`src/rtl/cpu_pkg.sv`:
```
// Shared definitions for the CPU write-back stage.
//   - WBcontrols bundle bit positions
//   - halt FSM state encoding
//   - HLT opcode constant
package cpu_pkg;

  localparam int unsigned MEMTOREG_BIT = 1;
  localparam int unsigned WREN_BIT     = 0;

  typedef enum logic [0:0] {
    RUN    = 1'b0,
    HALTED = 1'b1
  } wb_state_e;

  localparam logic [3:0] OP_HLT = 4'hF;

endpackage

```
`src/rtl/wb_pipe_reg.sv`:
```
// MEM/WB pipeline register with stall, flush and freeze.
// Ports:
//   clk, rst_n          clock, async active-low reset
//   stall, flush        hold / invalidate control (flush wins)
//   freeze              hold everything unconditionally (processor halted)
//   in_*                MEM-stage fields to capture
//   q_*                 registered fields
module wb_pipe_reg #(
  parameter int unsigned DATA_W = 16
) (
  input  logic              clk,
  input  logic              rst_n,
  input  logic              stall,
  input  logic              flush,
  input  logic              freeze,
  input  logic              in_valid,
  input  logic              in_mem_to_reg,
  input  logic              in_wr_en,
  input  logic [DATA_W-1:0] in_mem_data,
  input  logic [DATA_W-1:0] in_alu_result,
  input  logic [3:0]        in_dst_reg,
  input  logic              in_is_halt,
  output logic              q_valid,
  output logic              q_mem_to_reg,
  output logic              q_wr_en,
  output logic [DATA_W-1:0] q_mem_data,
  output logic [DATA_W-1:0] q_alu_result,
  output logic [3:0]        q_dst_reg,
  output logic              q_is_halt
);

  always_ff @(posedge clk or negedge rst_n) begin
    if (!rst_n) begin
      q_valid      <= 1'b0;
      q_mem_to_reg <= 1'b0;
      q_wr_en      <= 1'b0;
      q_mem_data   <= '0;
      q_alu_result <= '0;
      q_dst_reg    <= '0;
      q_is_halt    <= 1'b0;
    end else if (freeze) begin
      // Halted: nothing moves until reset.
    end else if (flush) begin
      // Data fields are don't-care once invalid; holding them saves enables.
      q_valid <= 1'b0;
    end else if (!stall) begin
      q_valid      <= in_valid;
      q_mem_to_reg <= in_mem_to_reg;
      q_wr_en      <= in_wr_en;
      q_mem_data   <= in_mem_data;
      q_alu_result <= in_alu_result;
      q_dst_reg    <= in_dst_reg;
      q_is_halt    <= in_is_halt;
    end
  end

endmodule

```
`src/rtl/cpu_wb.sv`:
```
// CPU write-back stage: MEM/WB register, write-data mux, halt FSM and an
// optional retired-instruction counter (macro WB_RETIRE_CNT_EN).
// Ports:
//   clk, rst_n                 clock, async active-low reset
//   stall, flush               pipeline control
//   memValid, WBcontrols       MEM-stage valid and {memToReg, writeEnable}
//   memData, aluResult         write-data candidates
//   dstReg, isHalt             destination index, HLT marker
//   wrData, regWriteIncomingAddr, regWriteControl   register-file write port
//   halt                       processor has retired HLT
//   retireCount                retired-instruction count (macro only)
// All outputs come from registered state only.
module cpu_wb
  import cpu_pkg::*;
#(
  parameter int unsigned DATA_W = 16,
  parameter int unsigned CNT_W  = 16
) (
  input  logic              clk,
  input  logic              rst_n,
  input  logic              stall,
  input  logic              flush,
  input  logic              memValid,
  input  logic [1:0]        WBcontrols,
  input  logic [DATA_W-1:0] memData,
  input  logic [DATA_W-1:0] aluResult,
  input  logic [3:0]        dstReg,
  input  logic              isHalt,
  output logic [DATA_W-1:0] wrData,
  output logic [3:0]        regWriteIncomingAddr,
  output logic              regWriteControl,
  output logic              halt
`ifdef WB_RETIRE_CNT_EN
  ,
  output logic [CNT_W-1:0]  retireCount
`endif
);

  wb_state_e state_q, state_d;

  logic              valid_q;
  logic              mem_to_reg_q;
  logic              wr_en_q;
  logic [DATA_W-1:0] mem_data_q;
  logic [DATA_W-1:0] alu_result_q;
  logic [3:0]        dst_reg_q;
  logic              is_halt_q;

  wb_pipe_reg #(
    .DATA_W (DATA_W)
  ) u_pipe_reg (
    .clk           (clk),
    .rst_n         (rst_n),
    .stall         (stall),
    .flush         (flush),
    .freeze        (state_q == HALTED),
    .in_valid      (memValid),
    .in_mem_to_reg (WBcontrols[MEMTOREG_BIT]),
    .in_wr_en      (WBcontrols[WREN_BIT]),
    .in_mem_data   (memData),
    .in_alu_result (aluResult),
    .in_dst_reg    (dstReg),
    .in_is_halt    (isHalt),
    .q_valid       (valid_q),
    .q_mem_to_reg  (mem_to_reg_q),
    .q_wr_en       (wr_en_q),
    .q_mem_data    (mem_data_q),
    .q_alu_result  (alu_result_q),
    .q_dst_reg     (dst_reg_q),
    .q_is_halt     (is_halt_q)
  );

  always_ff @(posedge clk or negedge rst_n) begin
    if (!rst_n) begin
      state_q <= RUN;
    end else begin
      state_q <= state_d;
    end
  end

  always_comb begin
    state_d = state_q;
    if (state_q == RUN && valid_q && is_halt_q) begin
      state_d = HALTED;
    end
  end

  assign wrData               = mem_to_reg_q ? mem_data_q : alu_result_q;
  assign regWriteIncomingAddr = dst_reg_q;
  // HLT never writes, even if its control bundle says writeEnable.
  assign regWriteControl      = valid_q & wr_en_q & (dst_reg_q != 4'd0) &
                                (state_q == RUN) & ~is_halt_q;
  assign halt                 = (state_q == HALTED);

`ifdef WB_RETIRE_CNT_EN
  logic [CNT_W-1:0] cnt_q, cnt_d;

  // Count on the edge the instruction leaves WB; a stall keeps it in place,
  // so it is counted only once.
  always_comb begin
    cnt_d = cnt_q;
    if (valid_q && state_q == RUN && !stall && cnt_q != '1) begin
      cnt_d = cnt_q + CNT_W'(1);
    end
  end

  always_ff @(posedge clk or negedge rst_n) begin
    if (!rst_n) begin
      cnt_q <= '0;
    end else begin
      cnt_q <= cnt_d;
    end
  end

  assign retireCount = cnt_q;
`endif

endmodule

```
`config.mk`:
```
export PLATFORM = sky130hd
export DESIGN_NAME = cpu_wb
export DESIGN_NICKNAME = d
export VERILOG_FILES = /design/src/rtl/cpu_pkg.sv /design/src/rtl/wb_pipe_reg.sv /design/src/rtl/cpu_wb.sv
export SDC_FILE = /design/constraint.sdc
export NUM_CORES = 1
export LEC_CHECK = 0
export CORE_MARGIN = 2
export CORE_UTILIZATION = 43
export CTS_CLUSTER_DIAMETER = 120
export CTS_CLUSTER_SIZE = 16
export DETAILED_ROUTE_END_ITERATION = 8
export GPL_TIMING_DRIVEN = 0
export PLACE_DENSITY = 0.77
export REMOVE_ABC_BUFFERS = 1
export SYNTH_ARGS = -nofsm -noshare
export SYNTH_HDL_FRONTEND = slang
export SYNTH_SLANG_ARGS = --single-unit
```
`constraint.sdc`:
```
create_clock -name clk -period 1.55 [get_ports clk]
set_input_delay 0.3875 -clock clk [delete_from_list [all_inputs] [get_ports clk]]
set_output_delay 0.3875 -clock clk [all_outputs]
set_load 0.03 [all_outputs]
```
==> results.json, run 1 <==
{
  "fin_cells": 236,
  "yosysSeqAreaShare": 0.583,
  "gp_congestion": 0.814,
  "final_common_cell": "mux2_2",
  "cts_buffer_depth": 2,
  "worstSetupPathType": "register to output port",
  "ioPinCount": 66,
  "numClockSinks": 41,
  "dp_hpwl_um": 2710,
  "cpMaxStageDelayCell": "dfrtp_4",
  "p_per_area_nw_per_um2": 2130,
  "antenna_found_initial": 0,
  "htreeDepth": 2,
  "relSlewSlack": 0.416,
  "critPathCaptureType": "output port",
  "ctsHoldBuffers": 0,
  "final-max-slew-violation-count": 0,
  "gr-usage-met3": 0.0411,
  "fill_cells": 287,
  "drt_wl_total_um": 3810,
  "setup_viol": 17,
  "busiest_layer": "met2",
  "ys_ff_latch": 41,
  "period_needed_ns": 1.75,
  "clkTransAtPathRegs_ns": 0.07,
  "drt_pre_antenna_iters": 2,
  "ys_warn_count": 0,
  "ir_drop_mv": 1.05,
  "die_x_um": 68.0,
  "synth_top_area_share": 0.583,
  "rows": 23,
  "drtIter0Drc": 48,
  "power.leakage_nw": 1.11,
  "die_area_um2": 4620,
  "portBuffers": 65,
  "grt_use_met1": 0.205,
  "syn_avg_cell_area_um2": 15.8,
  "hold_violations": 0,
  "root_buffer": "clkbuf_8",
  "layout_common_cells": "mux2_2, clkdlybuf4s50_1, dfrtp_1",
  "ff2ff_path_depth": 4,
  "drive_gt1_frac": 0.484,
  "wl_per_cell_um": 16.2,
  "syn_inst": 111,
  "violations": "setup timing",
  "worstMarginPinSlew_ns": 0.876,
  "synthTopCellsByArea": "dfrtp_1, mux2_2, buf_6",
  "cp_max_fo": 8,
  "grt_first_pass_wirelength_um": 5840,
  "remaining_drc_errors": 0,
  "initial_core_util": 0.443,
  "finalSetupTns_ns": -3.13,
  "grt_pass1_vias": 1262,
  "vias": 1183,
  "status": "finished, violations left",
  "ant_nets": 0,
  "cp-start-kind": "register",
  "vias_per_cell": 5.01,
  "cts_buffers": 5,
  "clkLatencyLatePin_ns": 0.28,
  "rsz0062_at_grt": "true",
  "fmax_ghz": 0.571,
  "grt_usage": 0.174,
  "core_area_um2": 3970,
  "fin_nets": 230,
  "cap_violations": 0,
  "antenna_cells": 0,
  "period_share": 1.13,
  "yosysUniqueCellTypes": 11,
  "synth_area_um2": 1760,
  "die_h_um": 68.0,
  "grt_overflow": 0,
  "layout_setup_ws_ns": -0.200,
  "syn_to_final_growth_pct": 50.3,
  "worstPathRequired_ns": 1.16,
  "slowest_delay_ns": 0.51,
  "gr-usage-met2": 0.308,
  "arrival_ns": 1.36,
  "fin_worst_skew_ns": 0.00402,
  "tritoncts": "done",
  "yosys.area.top_type": "dfrtp_1",
  "min-delay-path-class": "input port to async pin",
  "grt_max_degree": 42,
  "place_inst": 222,
  "worstPathCellList": "buf_8 -> mux2_2 -> buf_6"
}
[synthesized netlist by cell type, drive strengths merged]
library cell  number
dfrtp             41
a21o               1
buf                6
nor3               1
nor4               2
mux2              55
o21ai              1
nor2b              1
nand2              3
[worst max-delay path: cells and delay by family, from the launching register on]
family | cells | cell delay, ns
flip-flops | 1 | 0.51
buffers and inverters | 2 | 0.29
multiplexers | 1 | 0.28
[logic make-up (layout without fill, tap and decap cells)]
kind of cell | Yosys count | in the layout | synth area share
flip-flops | 41 | 41 | 0.583
buffers and inverters | 6 | 81 | 0.0313
multiplexers | 55 | 55 | 0.352
AO/OA/AOI/OAI | 2 | 2 | 0.00711
AND/OR/NAND/NOR | 7 | 7 | 0.0263
[repair_timing]
| action | in CTS | in global routing |
|---|---|---|
| setup endpoints to repair | 61 | 54 |
| setup buffers | 7 | 0 |
| pin swaps | 1 | 3 |
| gates resized for setup | 133 | 4 |
| gates cloned | 0 | 0 |
[power breakdown]
part / switching, W / internal, W / leakage (nW)
Clock: 0.000321 / 0.000353 / 0.0443
Sequential: 0.000326 / 0.00162 / 0.478
Combinational: 0.00143 / 0.00158 / 0.591
Total: 0.00207 / 0.00355 / 1.11
[metal layers]
metal | up-vias | routed length [µm]
met5 | - | 0
met4 | 0 | 72
met3 | 8 | 173
met2 | 33 | 2100
met1 | 594 | 1470
li1 | 548 | -
[metrics by stage]
stage	util	area [µm²]	total power (W)	hold WS, ns	setup slack [ns]
3_3_place_gp	0.609	2420	0.00459	0.463	-1.17
3_5_place_dp	0.617	2450	0.00472	0.476	-0.670
5_1_grt	0.666	2640	0.00592	0.297	-0.227
4_1_cts	0.663	2630	0.00567	0.249	-0.202
6_report	0.666	2640	0.00563	0.219	-0.200
2_1_floorplan	-	1700	0.00361	0.0919	-0.594
[final timing paths]
check,start,slack [ns],to
setup / recovery,u_pipe_reg.q_mem_to_reg,-0.20,wrData[7]
hold / removal,rst_n,0.22,u_pipe_reg.q_alu_result[12]
setup reg to reg,halt,0.06,u_pipe_reg.q_mem_data[9]
hold reg to reg,u_pipe_reg.q_alu_result[3],0.49,u_pipe_reg.q_alu_result[3]
max in group asynchronous,rst_n,0.69,u_pipe_reg.q_mem_to_reg
min in group clk,u_pipe_reg.q_alu_result[3],0.49,u_pipe_reg.q_alu_result[3]
[area by class of cell]
| class | instances | area (µm²) | share of cell area |
|---|---|---|---|
| sequential | 41 | 1030 | 0.389 |
| timing repair buffer | 74 | 766 | 0.290 |
| multi-input combinational | 64 | 699 | 0.265 |
| clock buffer | 7 | 86.3 | 0.0327 |
| tap | 50 | 62.6 | 0.0237 |
(Power assumes the default switching activity.)
==> run 2, diff against run 1 <==
==> constraint.sdc (replaced) <==
create_clock -name clk -period 1.91 [get_ports clk]
set_input_delay 0.4775 -clock clk [delete_from_list [all_inputs] [get_ports clk]]
set_output_delay 0.4775 -clock clk [all_outputs]
set_load 0.03 [all_outputs]
==> results.json, run 2 (synthesis gave the netlist of run 1 again) <==
{
  "status": "finished, violations left",
  "violations": "setup timing",
  "die_area_um2": 4620,
  "min-delay-path-class": "input port to async pin",
  "period_share": 1.00,
  "cp_max_fo": 5,
  "layout_common_cells": "mux2_2, clkdlybuf4s50_1, dfrtp_1",
  "power.leakage_nw": 1.06,
  "cts_buffers": 5,
  "grt_pass1_vias": 1236,
  "die_x_um": 68.0,
  "drive_gt1_frac": 0.478,
  "p_per_area_nw_per_um2": 1660,
  "layout_setup_ws_ns": -0.000780,
  "ant_nets": 0,
  "worstSetupPathType": "register to output port",
  "dp_hpwl_um": 2710,
  "core_area_um2": 3970,
  "gp_congestion": 0.814,
  "whs_ns": 0.306,
  "cap_violations": 0,
  "ff2ff_path_depth": 4,
  "p_sw_frac": 0.384,
  "final_common_cell": "mux2_2",
  "relSlewSlack": 0.416,
  "worstMarginPinSlew_ns": 0.876,
  "slowest_delay_ns": 0.46,
  "ioPinCount": 66,
  "intPower_w": 0.00260,
  "setup_viol": 1,
  "worstPathCellList": "nor4_2 -> clkdlybuf4s15_2",
  "r2r_start": "halt",
  "ir_drop_mv": 0.778,
  "grt_usage": 0.171,
  "gr-usage-met3": 0.0411,
  "fmax_ghz": 0.523,
  "fin_worst_skew_ns": 0.00401,
  "vias_per_cell": 4.99,
  "grt_first_pass_wirelength_um": 5740,
  "p_sw_w": 0.00162,
  "grt_use_met1": 0.205,
  "root_buffer": "clkbuf_8",
  "period_needed_ns": 1.91,
  "startpoint": "halt",
  "gr-usage-met2": 0.295,
  "portBuffers": 65,
  "antenna_cells": 0,
  "cp-start-kind": "register",
  "drt_wl_total_um": 3810,
  "initial_core_util": 0.443,
  "rsz0062_at_grt": "true",
  "syn_to_final_growth_pct": 44.7,
  "cpMaxStageDelayCell": "dfrtp_1",
  "crit_buf_inv": 1,
  "hold_violations": 0,
  "drt_pre_antenna_iters": 4,
  "critPathCaptureType": "output port",
  "fin_nets": 230,
  "power_w": 0.00422,
  "arrival_ns": 1.43,
  "drtIter0Drc": 36,
  "worstPathRequired_ns": 1.43,
  "remaining_drc_errors": 0,
  "antenna_found_initial": 0,
  "htreeDepth": 2,
  "wl_per_cell_um": 16.2,
  "tritoncts": "done",
  "vias": 1177,
  "grt_overflow": 0,
  "numClockSinks": 41,
  "rows": 23,
  "clock_power_share": 0.130,
  "crit_family": "flip-flops",
  "seqPwrFrac": 0.375,
  "comb_power_share": 0.496,
  "busiest_layer": "met2",
  "dp_slack_ns": -0.400,
  "reg2reg_to": "u_pipe_reg.q_alu_result[2]",
  "final-max-slew-violation-count": 0,
  "cts_buffer_depth": 2,
  "clkLatencyLatePin_ns": 0.28,
  "rrSetupSlack_ns": 0.44,
  "grt_max_degree": 42,
  "clkTransAtPathRegs_ns": 0.07,
  "die_h_um": 68.0
}
run 2: cell type report:
type | instances | area (µm²)
clock buffers | 7 | 86.3
fillers | 300 | 1430
multi-input cells | 64 | 699
flip-flops and latches | 41 | 1030
well taps | 50 | 62.6
repair buffers | 74 | 667
run 2: metal layers:
layer  vias up  part of all wire  wire [µm]
li1        545                 -          -
met1       591              0.40       1530
met4         0             0.020         78
met2        33              0.54       2040
met3         8             0.042        161
met5         -                 0          0
run 2: power groups by stage:
| stage | Sequential, W | Combinational, W | Clock (W) |
|---|---|---|---|
| finish | 0.00158 | 0.00209 | 0.000546 |
| global route | 0.00164 | 0.00221 | 0.000592 |
| CTS | 0.00155 | 0.00208 | 0.000566 |
| detailed placement | 0.00163 | 0.00220 | 0 |
| global placement | 0.00158 | 0.00214 | 0 |
| floorplan | 0.00162 | 0.00130 | 0 |
run 2: what timing repair did:
item	in CTS	in global routing
endpoints found under the hold margin	0	0
buffers inserted	7	0
setup endpoints to repair	48	9
hold buffers	0	0
pin swaps	1	0
gates resized for setup	87	7
run 2: metrics by stage:
step | area (µm²) | TNS, ns | std cells | utilization
floorplan | 1700 | -9.14 | 105 | -
global placement | 2420 | -63.51 | 220 | 0.609
detailed placement | 2450 | -16.98 | 222 | 0.617
CTS | 2510 | 0 | 236 | 0.633
global route | 2540 | -0.0385 | 236 | 0.641
finish | 2540 | -0.000780 | 236 | 0.641
run 2: worst register-to-register path: cells and delay by family (launching register included):
family | cells | cell delay (ns)
muxes | 1 | 0.35
and+or+nand+nor | 1 | 0.22
DFF | 1 | 0.46
buffers and inverters | 2 | 0.32
run 2: worst max path at each step:
stage / endpoint / cells past startpoint
2_1_floorplan: u_pipe_reg.q_alu_result[0] / 2
3_3_place_gp: u_pipe_reg.q_alu_result[2] / 3
3_5_place_dp: wrData[7] / 2
4_1_cts: wrData[7] / 3
5_1_grt: regWriteControl / 2
6_report: regWriteControl / 2
